File: config.mk
export PLATFORM = sky130hd
export DESIGN_NAME = mul4_rr_sched
export DESIGN_NICKNAME = d
export VERILOG_FILES = /design/src/rtl/mul4_rr_sched.sv
export SDC_FILE = /design/constraint.sdc
export NUM_CORES = 1
export LEC_CHECK = 0
export ABC_AREA = 1
export CAP_MARGIN = 20
export CORE_UTILIZATION = 50
export CTS_CLUSTER_SIZE = 12
export DETAILED_ROUTE_END_ITERATION = 16
export DONT_BUFFER_PORTS = 1
export GPL_ROUTABILITY_DRIVEN = 1
export GPL_TIMING_DRIVEN = 0
export SETUP_SLACK_MARGIN = 0.4
export SYNTH_ARGS = -nofsm -noshare
export SYNTH_HDL_FRONTEND = slang
export SYNTH_SLANG_ARGS = --single-unit
File: constraint.sdc
create_clock -name clk -period 5.4 [get_ports clk]
set_input_delay 1.35 -clock clk [delete_from_list [all_inputs] [get_ports clk]]
set_output_delay 1.35 -clock clk [all_outputs]
set_load 0.005 [all_outputs]
File: src/rtl/mul4_rr_sched.sv
// Two-requester round-robin scheduler sharing one combinational 4x4 unsigned
// array multiplier. A granted operand pair is registered, the array is given a
// programmable settle window, and the product is offered on a valid/ready port
// tagged with the id of the requester that owns it.
module mul4_rr_sched #(
  parameter int SETTLE = 1
) (
  input  logic       clk,
  input  logic       rst_n,
  input  logic       req0,
  input  logic [3:0] a0,
  input  logic [3:0] b0,
  output logic       gnt0,
  input  logic       req1,
  input  logic [3:0] a1,
  input  logic [3:0] b1,
  output logic       gnt1,
  output logic       res_valid,
  input  logic       res_ready,
  output logic [7:0] res_p,
  output logic       res_id,
  output logic       busy
);

  typedef enum logic [1:0] {
    IDLE = 2'd0,
    CALC = 2'd1,
    HOLD = 2'd2
  } state_t;

  // Unsigned shift-and-add array: one partial-product row per multiplier bit.
  function automatic logic [7:0] mul4(input logic [3:0] a, input logic [3:0] b);
    logic [7:0] acc;
    acc = 8'h00;
    for (int i = 0; i < 4; i++) begin
      if (b[i]) acc = acc + ({4'h0, a} << i);
    end
    return acc;
  endfunction

  state_t     r_state;
  logic       r_ptr;
  logic [3:0] r_opa;
  logic [3:0] r_opb;
  logic [2:0] r_cnt;
  logic       r_gnt0;
  logic       r_gnt1;
  logic       r_res_valid;
  logic [7:0] r_res_p;
  logic       r_res_id;
  logic       r_busy;

  logic       w_any_req;
  logic       w_pick1;
  logic [7:0] w_prod;

  // Requester 1 wins when it is alone, or when both ask and 0 was served last.
  assign w_any_req = req0 | req1;
  assign w_pick1   = req1 & (~req0 | ~r_ptr);
  assign w_prod    = mul4(r_opa, r_opb);

  // Scheduler FSM: arbitration, operand capture, settle countdown, result hold.
  // The counter is loaded with SETTLE so the product is captured on the edge
  // after the settle window expires, giving a latency of SETTLE+1 edges.
  always_ff @(posedge clk or negedge rst_n) begin
    if (!rst_n) begin
      r_state     <= IDLE;
      r_ptr       <= 1'b1;
      r_opa       <= 4'h0;
      r_opb       <= 4'h0;
      r_cnt       <= 3'd0;
      r_gnt0      <= 1'b0;
      r_gnt1      <= 1'b0;
      r_res_valid <= 1'b0;
      r_res_p     <= 8'h00;
      r_res_id    <= 1'b0;
      r_busy      <= 1'b0;
    end else begin
      r_gnt0 <= 1'b0;
      r_gnt1 <= 1'b0;
      case (r_state)
        IDLE: begin
          if (w_any_req) begin
            r_opa    <= w_pick1 ? a1 : a0;
            r_opb    <= w_pick1 ? b1 : b0;
            r_res_id <= w_pick1;
            r_ptr    <= w_pick1;
            r_gnt0   <= ~w_pick1;
            r_gnt1   <= w_pick1;
            r_cnt    <= 3'(SETTLE);
            r_busy   <= 1'b1;
            r_state  <= CALC;
          end
        end
        CALC: begin
          if (r_cnt == 3'd0) begin
            r_res_p     <= w_prod;
            r_res_valid <= 1'b1;
            r_state     <= HOLD;
          end else begin
            r_cnt <= r_cnt - 3'd1;
          end
        end
        HOLD: begin
          if (r_res_valid && res_ready) begin
            r_res_valid <= 1'b0;
            r_busy      <= 1'b0;
            r_state     <= IDLE;
          end
        end
        default: begin
          r_res_valid <= 1'b0;
          r_busy      <= 1'b0;
          r_state     <= IDLE;
        end
      endcase
    end
  end

  assign gnt0      = r_gnt0;
  assign gnt1      = r_gnt1;
  assign res_valid = r_res_valid;
  assign res_p     = r_res_p;
  assign res_id    = r_res_id;
  assign busy      = r_busy;

endmodule

==> impl_metrics.tcl, run 1 <==
set metrics [dict create \
    dp_slack_ns 1.57 \
    grt_max_degree 28 \
    drt_wl_total_um 3550 \
    grt_pass1_vias 1332 \
    fin_ws_ns 1.55 \
    ys_seq_area_frac 0.398 \
    coreArea_mm2 0.00313 \
    dr.pass1.iters 4 \
    drtAntennaViolNets 0 \
    syn_inst 211 \
    ctsHtreeMaxLevel 1 \
    num_rows 20 \
    die_h_um 60.3 \
    yosys_register_bits 27 \
    clock.fmax_mhz 260 \
    synth.distinct_cells 29 \
    start_kind "register" \
    post-cts-setup-buffers 0 \
    antenna_found_initial 0 \
    whs_ns 0.477 \
    clock-root-buffer "clkbuf_4" \
    synth_edf_count 0 \
    synth_nets 248 \
    critPathRequiredTime_ns 5.64 \
    synth_ff_type "dfrtp_1" \
    tightest_slew_ns 0.400 \
    hold_viol_final 0 \
    hold_depth 2 \
    cts.sinks 27 \
    startpoint "r_opa[1]" \
    design_area_mm2 0.00178 \
    cts.path.max_buffers 2 \
    min_period_ns 3.85 \
    syn_to_final_growth_pct 4.86 \
    cts_resized 0 \
    slew_viol_final 0 \
    io_buffers 0 \
    maxCapViolCount 0 \
    nNetsFinal 253 \
    p_per_area_mw_per_mm2 631 \
    die_x_um 60.3 \
    rrSetupSlack_ns 1.55 \
    critPathKind "reg -> reg" \
    vias 1386 \
    cts_buffers 3 \
    clkSlewWorstSetupHoldPaths_ns 0.15 \
    grt_pass1_wl_um 5770 \
    cts_tree "yes" \
    diodes 0 \
    leakagePower_nw 0.941 \
    dieArea_mm2 0.00364 \
    drive_above_1_share 0.0837 \
    fin_crit_sh 0.713 \
    ir_drop_mv 0.221 \
    gr-usage-all-layers 0.217 \
    timing.rr.end "res_p[5]" \
    hp-class "reg -> reg" \
    dp_hpwl_um 2820 \
    initial_core_util 0.543 \
    worstSkewPairLatency_ns 0.32 \
    outcome "finished clean" \
    boundaryPins 34 \
    fin_worst_skew_ns 0.00126 \
    async_reset_ff_frac 1.00 \
    fin_util 0.570 \
    r2r_start "r_opa[1]" \
    crit_arrival_ns 4.08 \
    rsz0062_at_grt "no" \
    postCtsHoldBufs 0 \
    overflow 0 \
    setup_tns_ns 0 \
    setup_viol 0 \
    relSlewSlack 0.733 \
    syn-cell-area_mm2 0.00170 \
    drtIter0Drc 86 \
    worst-r2r-cell-count 20 \
    crit_fanout 6 \
    yosys_warnings 0 \
    gp_congestion 0.820 \
    avgRoutedWirePerCell_um 13.7 \
    drc 0 \
    vias_per_cell 5.35 \
    place_area_mm2 0.00175 \
    endpoint "res_p[5]" \
    syn_area_per_cell_um2 8.05 \
    end_kind "register" \
]
==> cell usage after synthesis, types with 2 or more instances <==
master	instances	share of area
a21oi_1	11	0.032
a22oi_1	2	0.0088
buf_6	2	0.013
dfrtp_1	26	0.38
fa_1	3	0.035
ha_1	13	0.096
inv_1	25	0.055
inv_2	3	0.0066
nand2_1	50	0.11
nand3_1	19	0.056
nand3b_1	2	0.0088
nor2_1	15	0.033
o21ai_0	17	0.050
o22ai_1	7	0.026
o31ai_2	2	0.015
==> worst min path at each step <==
stage,start,end
2_1_floorplan,r_ptr,r_ptr
3_3_place_gp,r_ptr,r_ptr
3_5_place_dp,r_ptr,r_ptr
4_1_cts,r_ptr,r_ptr
5_1_grt,r_ptr,r_ptr
6_report,r_ptr,r_ptr
==> through the flow <==
stage | instances | power, mW
2_1_floorplan | 211 | 0.890
3_3_place_gp | 255 | 1.01
3_5_place_dp | 255 | 1.04
4_1_cts | 259 | 1.14
5_1_grt | 259 | 1.25
6_report | 259 | 1.12
==> area by class of cell <==
type	instances	area, um2
clock buffer	3	22.5
inverter	28	105
clock inverter	1	5.00
sequential	27	677
multi-input combinational	152	886
fill	308	1350
buffer	4	31.3
tap	44	55.1
==> cells in the final DEF, fill, tap and decap left out, types with 3 or more instances in the layout <==
cell type   n
nand2_1    50
dfrtp_1    26
inv_1      25
nand3_1    19
o21ai_0    17
nor2_1     15
ha_1       13
a21oi_1    11
o22ai_1     7
inv_2       3
fa_1        3
clkbuf_4    3
==> registers in the layout, indices dropped and copies added, names as in the netlist <==
register / flops
r_state: 2
busy: 1
r_opb: 4
gnt1: 1
r_opa: 4
r_cnt: 3
gnt0: 1
res_id: 1
r_ptr: 1
res_p: 8
res_valid: 1
==> power breakdown <==
group	internal (mW)	total (mW)	switching (mW)	leakage (nW)
registers	0.295	0.375	0.0800	0.336
logic	0.262	0.660	0.398	0.588
clock network	0.0278	0.0891	0.0613	0.0177
==> cell families after synthesis <==
group	Yosys count	share of synthesized area
fa+ha+maj	16	0.131
compound gates	43	0.150
xor+xnor	2	0.0103
buf+inv	32	0.0803
flops	27	0.398
simple gates	91	0.230
==> critical path, stage by stage (launching register included) <==
cell	delay (ns)
dfrtp_1	0.54
nand2_1	0.12
inv_1	0.07
ha_1	0.16
inv_1	0.06
fa_1	0.42
nand2_1	0.07
o21ai_0	0.11
inv_1	0.10
ha_1	0.16
inv_1	0.05
fa_1	0.40
xnor2_1	0.14
or2_2	0.28
a21boi_0	0.17
fa_1	0.46
xor2_1	0.16
o21ai_0	0.14
inv_1	0.05
nand2_1	0.06
nand2_1	0.05
==> per-layer routing <==
metal	wire length, um	vias to the layer above	share of wire	GRT usage
met5	0	-	0	0
met4	48	0	0.014	0.0930
met3	108	6	0.030	0.0281
met2	1720	24	0.49	0.355
met1	1670	653	0.47	0.285
li1	-	703	-	-
No activity file was read; power rests on OpenSTA's default activity.
==> run 2, diff against run 1 <==
PLACE_DENSITY = 0.68   (was default)
clock period = 3.25 ns   (was 5.4 ns; I/O delays follow)
==> run 2 against run 1 <==
Effect of this change:
- the run now ends with negative setup slack left
- non-clock buffer count is 26 higher
- die area stayed put
- clock-buffer cell count stayed put
- clock power is 62% higher
- clock skew hardly changed
- first-iteration DRC count is 31% lower
- sequential power is 69% higher
- worst hold slack worse by 0.32 ns
- maximum frequency is 9.2% higher
- global-route usage is 5.1 points higher
- register-to-register slack worse by 1.8 ns
- critical endpoint unchanged
==> impl_metrics.tcl, run 2 (synthesized netlist as in run 1, its figures left out) <==
set metrics [dict create \
    antenna_found_initial 0 \
    end_kind "register" \
    start_kind "register" \
    fin_ws_ns -0.273 \
    cts_buffers 3 \
    total_power_mw 2.73 \
    ctsHtreeMaxLevel 1 \
    cts.sinks 27 \
    clock.fmax_mhz 284 \
    path_cells "nand2_2, inv_2, ha_4, inv_2, fa_1, nand2_1, o21ai_1, inv_1, ha_2, inv_2, fa_2, nand2_2, and2_4, ha_4, fa_2, xor2_1, o21ai_1, inv_1, nand2_1, nand2_1" \
    cp_slowest_cell "fa_2" \
    syn_to_final_growth_pct 26.5 \
    setup_tns_ns -0.995 \
    avgRoutedWirePerCell_um 15.9 \
    boundaryPins 34 \
    drive_above_1_share 0.307 \
    outcome "finished, violations left" \
    maxCapViolCount 0 \
    die_x_um 60.3 \
    min_period_ns 3.52 \
    gr-usage-all-layers 0.268 \
    final_cell_mix "nand2_1 (46), dfrtp_1 (22), inv_1 (21)" \
    rsz0062_at_grt "yes" \
    dr.pass1.iters 4 \
    critPathRequiredTime_ns 3.49 \
    num_rows 20 \
    grt_max_degree 28 \
    final_cells 285 \
    fin_util 0.687 \
    cpPeakStageDelay_ns 0.53 \
    p_per_area_mw_per_mm2 1270 \
    dieArea_mm2 0.00364 \
    leakagePower_nw 1.08 \
    cts.path.max_buffers 2 \
    clock-root-buffer "clkbuf_4" \
    violations "negative setup slack" \
    cts_tree "yes" \
    final_common_cell "nand2_1" \
    hp-class "in -> async" \
    crit_fanout 3 \
    vias_per_cell 5.72 \
    grt_pass1_vias 1606 \
    overflow 0 \
    initial_core_util 0.543 \
    postCtsHoldBufs 0 \
    grt_pass1_wl_um 7090 \
    nNetsFinal 279 \
    place_area_mm2 0.00179 \
    gp_congestion 0.791 \
    ir_drop_mv 0.596 \
    slew_viol_final 0 \
    dp_hpwl_um 2840 \
    coreArea_mm2 0.00313 \
    design_area_mm2 0.00215 \
    relSlewSlack 0.733 \
    io_buffers 0 \
    largest_reg_flops 8 \
    drt_wl_total_um 4530 \
    drtIter0Drc 59 \
    worstSkewPairLatency_ns 0.32 \
    fin_worst_skew_ns 0.00102 \
    diodes 0 \
    crit_arrival_ns 3.76 \
    setup_viol 5 \
    tightest_slew_ns 0.401 \
    crit_buf_inv 5 \
    drtAntennaViolNets 0 \
    clkSlewWorstSetupHoldPaths_ns 0.14 \
    hold_viol_final 0 \
    die_h_um 60.3 \
    dpl.cell_count 255 \
    critPathTopFamily "adder cells" \
    drc 0 \
    vias 1630 \
    fin_crit_sh 1.08 \
    critPathKind "reg -> reg" \
]
run 2: changes by cell type in the layout (fill, tap and decap cells not counted), moves of 3 or more:
cell and change:
nand2_1 -4, nand2_2 +4, a21oi_1 -5, buf_6 +7, ha_4 +4, buf_4 +19
ha_1 -5, dfrtp_1 -4, dfrtp_2 +4, inv_2 +3, a21oi_2 +4, inv_1 -4
run 2: per-layer routing:
| layer | vias to the layer above | wire (um) | track usage |
|---|---|---|---|
| li1 | 757 | - | - |
| met1 | 784 | 1780 | 0.307 |
| met2 | 71 | 2330 | 0.476 |
| met3 | 18 | 249 | 0.0606 |
| met4 | 0 | 159 | 0.106 |
| met5 | - | 0 | 0 |
run 2: layout make-up:
cell class | instances | area, um2
plain buffers | 4 | 31.3
repair buffers | 26 | 221
fillers | 254 | 978
clock buffers | 3 | 22.5
flip-flops and latches | 27 | 682
clock inverters | 1 | 5.00
inverters | 28 | 109
well taps | 44 | 55.1
multi-input cells | 152 | 1020
run 2: repair_timing:
action / CTS / global route
pin swaps: 16 / 14
setup endpoints to repair: 5 / 6
buffers inserted: 22 / 4
gates resized for setup: 28 / 4
run 2: per-stage QoR:
stage	setup slack [ns]	hold WS, ns
2_1_floorplan	-0.0264	0.448
6_report	-0.273	0.158
4_1_cts	-0.185	0.140
3_5_place_dp	-0.290	0.463
3_3_place_gp	-0.257	0.459
5_1_grt	-0.438	0.119
run 2: final timing paths:
kind / start / endpoint / cells past startpoint / slack, ns
max: r_opa[1] / res_p[5] / 20 / -0.27
max reg2reg: r_opa[1] / res_p[5] / 20 / -0.27
min in group clk: r_ptr / r_ptr / 2 / 0.48
min: rst_n / res_p[4] / 0 / 0.16
max in group asynchronous: rst_n / r_ptr / 0 / 2.92
min reg2reg: r_ptr / r_ptr / 2 / 0.48
run 2: where the power goes:
part	switching [mW]	internal (mW)	total, mW	leakage (nW)
Combinational	0.991	0.961	1.95	0.732
Clock	0.0974	0.0462	0.144	0.0177
Sequential	0.140	0.495	0.635	0.331
Total	1.23	1.50	2.73	1.08
